===== src/rtl/comb_cycle_relax_pkg.sv =====
// Shared ternary types, Kleene operators and FSM state encoding for comb_cycle_relax.
package comb_cycle_pkg;

  typedef logic [1:0] tern_t;

  localparam tern_t T0 = 2'b00;
  localparam tern_t T1 = 2'b01;
  localparam tern_t TX = 2'b10;

  typedef enum logic [1:0] {IDLE, EVAL, RESP} state_t;

  function automatic tern_t t_norm(input tern_t a);
    return (a == 2'b11) ? TX : a;
  endfunction

  function automatic tern_t t_and(input tern_t a, input tern_t b);
    tern_t an;
    tern_t bn;
    an = t_norm(a);
    bn = t_norm(b);
    if (an == T0 || bn == T0)      return T0;
    else if (an == T1 && bn == T1) return T1;
    else                           return TX;
  endfunction

  function automatic tern_t t_or(input tern_t a, input tern_t b);
    tern_t an;
    tern_t bn;
    an = t_norm(a);
    bn = t_norm(b);
    if (an == T1 || bn == T1)      return T1;
    else if (an == T0 && bn == T0) return T0;
    else                           return TX;
  endfunction

endpackage


===== src/rtl/comb_cycle_relax_if.sv =====
// Request/response handshake bundle for comb_cycle_relax; IW is derived from MAX_ITERS.
interface comb_cycle_relax_if #(
  parameter int unsigned MAX_ITERS = 8
);
  import comb_cycle_pkg::*;

  localparam int unsigned IW = $clog2(MAX_ITERS + 1);

  logic          req_valid;
  logic          req_ready;
  tern_t         req_x;
  logic          rsp_valid;
  logic          rsp_ready;
  tern_t         rsp_f;
  logic [IW-1:0] rsp_iters;
  logic          rsp_converged;

  modport master (
    output req_valid, req_x, rsp_ready,
    input  req_ready, rsp_valid, rsp_f, rsp_iters, rsp_converged
  );

  modport slave (
    input  req_valid, req_x, rsp_ready,
    output req_ready, rsp_valid, rsp_f, rsp_iters, rsp_converged
  );
endinterface


===== src/rtl/comb_cycle_relax_step.sv =====
// One combinational relaxation step of i = x && f, f = x || i.
// COMB_CYCLE_RELAX_GAUSS_SEIDEL_EN selects Gauss-Seidel ordering (f uses the new i).
module comb_cycle_step
  import comb_cycle_pkg::*;
(
  input  tern_t x,
  input  tern_t i,
  input  tern_t f,
  output tern_t i_n,
  output tern_t f_n,
  output logic  stable
);

  assign i_n = t_and(x, f);

`ifdef COMB_CYCLE_RELAX_GAUSS_SEIDEL_EN
  assign f_n = t_or(x, i_n);
`else
  assign f_n = t_or(x, i);
`endif

  assign stable = (i_n == i) && (f_n == f);

endmodule


===== src/rtl/comb_cycle_relax.sv =====
// Clocked ternary relaxation of the two-gate cyclic circuit; FSM, iteration counter and result regs.
// Ordering of the step is chosen by COMB_CYCLE_RELAX_GAUSS_SEIDEL_EN (see comb_cycle_step).
module comb_cycle_relax
  import comb_cycle_pkg::*;
#(
  parameter int unsigned MAX_ITERS = 8
) (
  input  logic                clk,
  input  logic                rst,
  comb_cycle_relax_if.slave   bus
);

  localparam int unsigned   IW    = $clog2(MAX_ITERS + 1);
  localparam logic [IW-1:0] LIMIT = IW'(MAX_ITERS);

  state_t        state_q, state_d;
  tern_t         x_q, i_q, f_q;
  logic [IW-1:0] iters_q;
  logic          conv_q;

  tern_t         i_n, f_n;
  logic          stable;
  logic [IW-1:0] iters_n;
  logic          done;
  logic          req_ready, rsp_valid;

  comb_cycle_step u_step (
    .x      (x_q),
    .i      (i_q),
    .f      (f_q),
    .i_n    (i_n),
    .f_n    (f_n),
    .stable (stable)
  );

  assign iters_n = iters_q + IW'(1);
  // Stability wins over the limit, so a stable final step still reports convergence.
  assign done    = stable || (iters_n == LIMIT);

  always_ff @(posedge clk or posedge rst) begin
    if (rst) state_q <= IDLE;
    else     state_q <= state_d;
  end

  always_comb begin
    state_d = state_q;
    case (state_q)
      IDLE:    if (bus.req_valid) state_d = EVAL;
      EVAL:    if (done)          state_d = RESP;
      RESP:    if (bus.rsp_ready) state_d = IDLE;
      default:                    state_d = IDLE;
    endcase
  end

  always_comb begin
    req_ready = 1'b0;
    rsp_valid = 1'b0;
    case (state_q)
      IDLE:    req_ready = 1'b1;
      RESP:    rsp_valid = 1'b1;
      default: ;
    endcase
  end

  always_ff @(posedge clk or posedge rst) begin
    if (rst) begin
      x_q     <= TX;
      i_q     <= TX;
      f_q     <= TX;
      iters_q <= '0;
      conv_q  <= 1'b0;
    end else begin
      case (state_q)
        IDLE: if (bus.req_valid) begin
          x_q     <= t_norm(bus.req_x);
          i_q     <= TX;
          f_q     <= TX;
          iters_q <= '0;
          conv_q  <= 1'b0;
        end
        EVAL: begin
          i_q     <= i_n;
          f_q     <= f_n;
          iters_q <= iters_n;
          conv_q  <= stable;
        end
        default: ;
      endcase
    end
  end

  // f_q already holds f' when RESP is entered, whether stable or limit-terminated.
  assign bus.req_ready     = req_ready;
  assign bus.rsp_valid     = rsp_valid;
  assign bus.rsp_f         = f_q;
  assign bus.rsp_iters     = iters_q;
  assign bus.rsp_converged = conv_q;

endmodule

===== src/flat_wrapper.sv =====
// flat-port wrapper written by rule: the top's interface ports become plain ports
module comb_cycle_relax_flat import comb_cycle_pkg::*;
#(
  parameter int unsigned MAX_ITERS = 8
)
  (clk, rst, bus_req_valid, bus_req_x, bus_rsp_ready, bus_req_ready, bus_rsp_valid, bus_rsp_f, bus_rsp_iters, bus_rsp_converged);
  comb_cycle_relax_if #(.MAX_ITERS(MAX_ITERS)) bus_i ();
  input  logic clk;
  input  logic rst;
  input wire logic [$bits(bus_i.req_valid)-1:0] bus_req_valid;
  input wire logic [$bits(bus_i.req_x)-1:0] bus_req_x;
  input wire logic [$bits(bus_i.rsp_ready)-1:0] bus_rsp_ready;
  output wire logic [$bits(bus_i.req_ready)-1:0] bus_req_ready;
  output wire logic [$bits(bus_i.rsp_valid)-1:0] bus_rsp_valid;
  output wire logic [$bits(bus_i.rsp_f)-1:0] bus_rsp_f;
  output wire logic [$bits(bus_i.rsp_iters)-1:0] bus_rsp_iters;
  output wire logic [$bits(bus_i.rsp_converged)-1:0] bus_rsp_converged;
  assign bus_i.req_valid = bus_req_valid;
  assign bus_i.req_x = bus_req_x;
  assign bus_i.rsp_ready = bus_rsp_ready;
  assign bus_req_ready = bus_i.req_ready;
  assign bus_rsp_valid = bus_i.rsp_valid;
  assign bus_rsp_f = bus_i.rsp_f;
  assign bus_rsp_iters = bus_i.rsp_iters;
  assign bus_rsp_converged = bus_i.rsp_converged;
  comb_cycle_relax #(.MAX_ITERS(MAX_ITERS)) u_core (.clk(clk), .rst(rst), .bus(bus_i));
endmodule

===== config.mk =====
export PLATFORM = sky130hd
export DESIGN_NAME = comb_cycle_relax_flat
export DESIGN_NICKNAME = d
export VERILOG_FILES = /design/src/rtl/comb_cycle_relax_pkg.sv /design/src/rtl/comb_cycle_relax_if.sv /design/src/rtl/comb_cycle_relax_step.sv /design/src/rtl/comb_cycle_relax.sv /design/src/flat_wrapper.sv
export SDC_FILE = /design/constraint.sdc
export NUM_CORES = 1
export LEC_CHECK = 0
export ABC_CLOCK_PERIOD_IN_PS = 3100
export CORE_MARGIN = 1.5
export CORE_UTILIZATION = 51
export CTS_CLUSTER_DIAMETER = 30
export CTS_CLUSTER_SIZE = 14
export DETAILED_ROUTE_END_ITERATION = 8
export HOLD_SLACK_MARGIN = 0.03
export PLACE_DENSITY = 0.92
export SLEW_MARGIN = 20
export SYNTH_ARGS = -nofsm -noshare
export SYNTH_HDL_FRONTEND = slang
export SYNTH_HIERARCHICAL = 1
export SYNTH_SLANG_ARGS = --single-unit

===== constraint.sdc =====
create_clock -name clk -period 3.1 [get_ports clk]
set_input_delay 0.31 -clock clk [delete_from_list [all_inputs] [get_ports clk]]
set_output_delay 0.31 -clock clk [all_outputs]
set_load 0.02 [all_outputs]

==> results.tsv <==
stage	metric	value	unit
logic_synthesis	top post-synthesis cells by area	dfrtp_1, dfstp_2, a22o_1, mux2_4, inv_1	
sta	final period utilization	61.4	%
sta	Final Max Slew Viols	0	
setup_path	nature of the critical path startpoint	register	
logic_synthesis	post-synth top area share	36.2	%
pwr	Clock power frac	10.9	%
setup_path	CP Max Fanout	8	
global_route	largest net degree at the start of global routing	14	
sta	Slew Limit Headroom	60.8	%
logic_synthesis	Primary FF master, synth	dfrtp_1	
clocking	sinks on the clock net	13	
drt	DRT iter0 DRCs	8	
logic_synthesis	sequential share of the synthesized area	47.6	%
finish	ant diodes	0	
logic_synthesis	main combinational cell family by area after synthesis	compound AO/OA/AOI/OAI gates	
global_route	gr ovfl total	0	
logic_synthesis	mux cell area share after synthesis	5.97	%
pwr	sw power	0.395	mW
clocking	clock root buffer	clkbuf_4	
setup_path	Slowest-stage cell, CP	clkdlybuf4s50_1	
setup_path	Buf/Inv on CP	1	
pwr	internal power	0.547	mW
logic_synthesis	Yosys reg bits	13	
sta	crit path time final	1900	ps
placement	PortBufs	14	
clocking	Bufs on Longest Clock Path	2	
setup_path	WP data arrival	1590	ps
finish	fillcell total	107	
pwr	sw frac	41.9	%
hold_path	Worst Hold Class	in2async	
setup_path	CP Cell Sequence	and2b_1, clkdlybuf4s50_1	
floorplanning	Core Box Area	1280	um^2
clocking	cts hold-fix bufs	0	
placement	Placed Area	851	um^2
logic_synthesis	ys async rst share	100	%
setup_path	type of element capturing the critical path	primary output	
logic_synthesis	post-synthesis compound-gate area fraction	21.3	%
pwr	leakage power	0.370	nW
clocking	worst skew pair latency	280	ps
floorplanning	Die H	39.8	um
drt	vias per cell	5.76	
sta	Fin Setup TNS	0	ps
sta	RSZ-0062 raised after global routing	false	
finish	fraction of layout cells with a size suffix above 1	16.5	%
floorplanning	die footprint	1590	um^2
clocking	post-CTS sizing	0	
drt	Detail Route Antenna Nets	0	
logic_synthesis	synthesized netlist net count	74	
sta	Layout Skew	4.55	ps
setup_path	critical path class	reg2out	
drt	first drt pass iteration count	4	
setup_path	Worst path top cell family by delay	buffers and inverters	
finish	Area growth syn-to-layout	26.8	%
status	status	completed	
logic_synthesis	count of different cell masters after synthesis	30	
clocking	setup bufs post-CTS	0	
run	max cap viols	0	
pwr	Gate power share	49.7	%
drt	DR WL/cell	14.5	um
global_route	GR Util All Layers	22.2	%
floorplanning	DIE WIDTH	39.8	um
sta	FMAX	525	MHz
sta	Final Hold Fails	0	
logic_synthesis	Synth Area in Simple Gates	18.8	%
setup_path	Critical Path RT	2790	ps
global_route	initial antenna violation count	0	
placement	DP Wirelength	995	um
pwr	sequential power share	39.3	%
logic_synthesis	post-synthesis adder-cell area fraction	1.81	%
logic_synthesis	xor/xnor share of the synthesized area	1.27	%
finish	cell area after layout	877	um^2
logic_synthesis	Warnings, synthesis	6	
clocking	CTS clock-pin slew for the worst setup and hold paths	80	ps
drt	Via Count	576	
floorplanning	Starting Density	53.8	%
global_route	vias in the first global route	508	
setup_path	max incr delay on CP	600	ps
drt	DRC	0	
clocking	cts bufs inserted	3	
sta	Slew @ Worst Pin	587	ps
clocking	H-tree levels	1	
clocking	CTS tree	yes	
logic_synthesis	mapped cell area	692	um^2
global_route	first-pass GRT wire length	2220	um
floorplanning	# IOs	15	
logic_synthesis	syn_area_per_cell	10.3	um^2
floorplanning	row count	13	
drt	drt total wl	1450	um
finish	nets	93	
logic_synthesis	number of synthesized flops with an enable pin	0	
logic_synthesis	Syn Inst Count	67	
pwr	peak supply drop	0.591	mV
sta	Final Setup Violations	0	
placement	GPL Wtd Cong	0.728	
pwr	Power per Cell Area	1070	nW/um^2
logic_synthesis	Yosys top cell by area	dfrtp_1	
[metal layers]
| layer | global-route usage [%] | vias to the layer above | wire, um | part of all wire [%] |
|---|---|---|---|---|
| met3 | 3.41 | 2 | 63 | 4.3 |
| met5 | 0 | - | 0 | 0 |
| met1 | 28.0 | 279 | 719 | 50 |
| li1 | - | 282 | - | - |
| met2 | 34.0 | 13 | 657 | 45 |
| met4 | 15.5 | 0 | 8 | 0.55 |
[flip-flops by register name, summed over array words and instances, names as in the netlist]
signal,flops
u_core/bus.rsp_f,2
u_core/i_q,2
u_core/bus.rsp_converged,1
u_core/bus.rsp_iters,4
u_core/x_q,2
u_core/state_q,2
[area by class of cell]
cell class	instances	area [um^2]	share of cell area (%)
multi-input cells	48	340	38.8
flip-flops and latches	13	329	37.5
repair buffers	14	140	16.0
clock buffers	4	26.3	3.00
inverters	6	22.5	2.57
well taps	15	18.8	2.14
[power by group through the flow]
stage	clock (mW)	combinational, mW	sequential (mW)
6_report	0.103	0.469	0.371
5_1_grt	0.116	0.507	0.384
4_1_cts	0.107	0.470	0.367
3_5_place_dp	0	0.466	0.368
3_3_place_gp	0	0.449	0.367
2_1_floorplan	0	0.269	0.394
[cells in the mapped netlist (2+ instances only)]
cell	n
inv_1	6
o22a_1	2
nor3_1	2
dfrtp_1	10
o21ai_0	4
mux2_4	2
and2b_1	2
o21ai_1	2
nor2_1	5
nand3_1	4
dfstp_2	3
nand2_1	4
a22o_1	4
[path summary, 6_finish.rpt]
path	startpoint	to	slack [ps]	cells past startpoint
max in group asynchronous	rst	u_core/i_q[1]	2390	2
hold reg to reg	u_core/bus.rsp_converged	u_core/bus.rsp_converged	500	2
min in group clk	u_core/bus.rsp_converged	u_core/bus.rsp_converged	500	2
hold / removal	rst	u_core/x_q[0]	350	2
setup / recovery	u_core/state_q[0]	bus_rsp_valid	1200	2
setup reg to reg	u_core/bus.rsp_f[1]	u_core/state_q[0]	1550	4
[cell families (layout without fill, tap and decap cells)]
| logic type | count (synthesis) | after routing |
|---|---|---|
| AND/OR/NAND/NOR | 23 | 23 |
| flip-flops | 13 | 13 |
| multiplexers | 3 | 3 |
| buffers and inverters | 6 | 24 |
| adder cells (fa/ha/maj) | 1 | 1 |
| XOR/XNOR | 1 | 1 |
| AO/OA/AOI/OAI | 20 | 20 |
[cells in the final DEF, fill, tap and decap left out, drive strengths merged]
master,n
inv,6
a311o,1
o31ai,1
a22oi,1
o21ai,6
o21bai,1
and3,1
nor4b,1
clkdlybuf4s50,14
dfrtp,10
ha,1
dfstp,3
nand3,4
nor2b,1
xor2,1
mux2,3
o22a,2
a22o,4
a211oi,1
nand2b,1
and2,1
o311ai,1
clkbuf,4
nand2,4
o22ai,1
a21oi,1
nor2,6
nor3,2
and2b,2
[through the flow]
step | power (mW) | worst slack (ps) | util, % | hold slack (ps) | instances
floorplan | 0.663 | 1620 | - | 185 | 67
global placement | 0.816 | 1510 | 66.2 | 475 | 96
detailed placement | 0.834 | 1510 | 66.2 | 495 | 96
CTS | 0.944 | 1180 | 68.3 | 356 | 100
global route | 1.01 | 1130 | 68.3 | 391 | 100
finish | 0.942 | 1200 | 68.3 | 354 | 100
(Power assumes the default switching activity.)
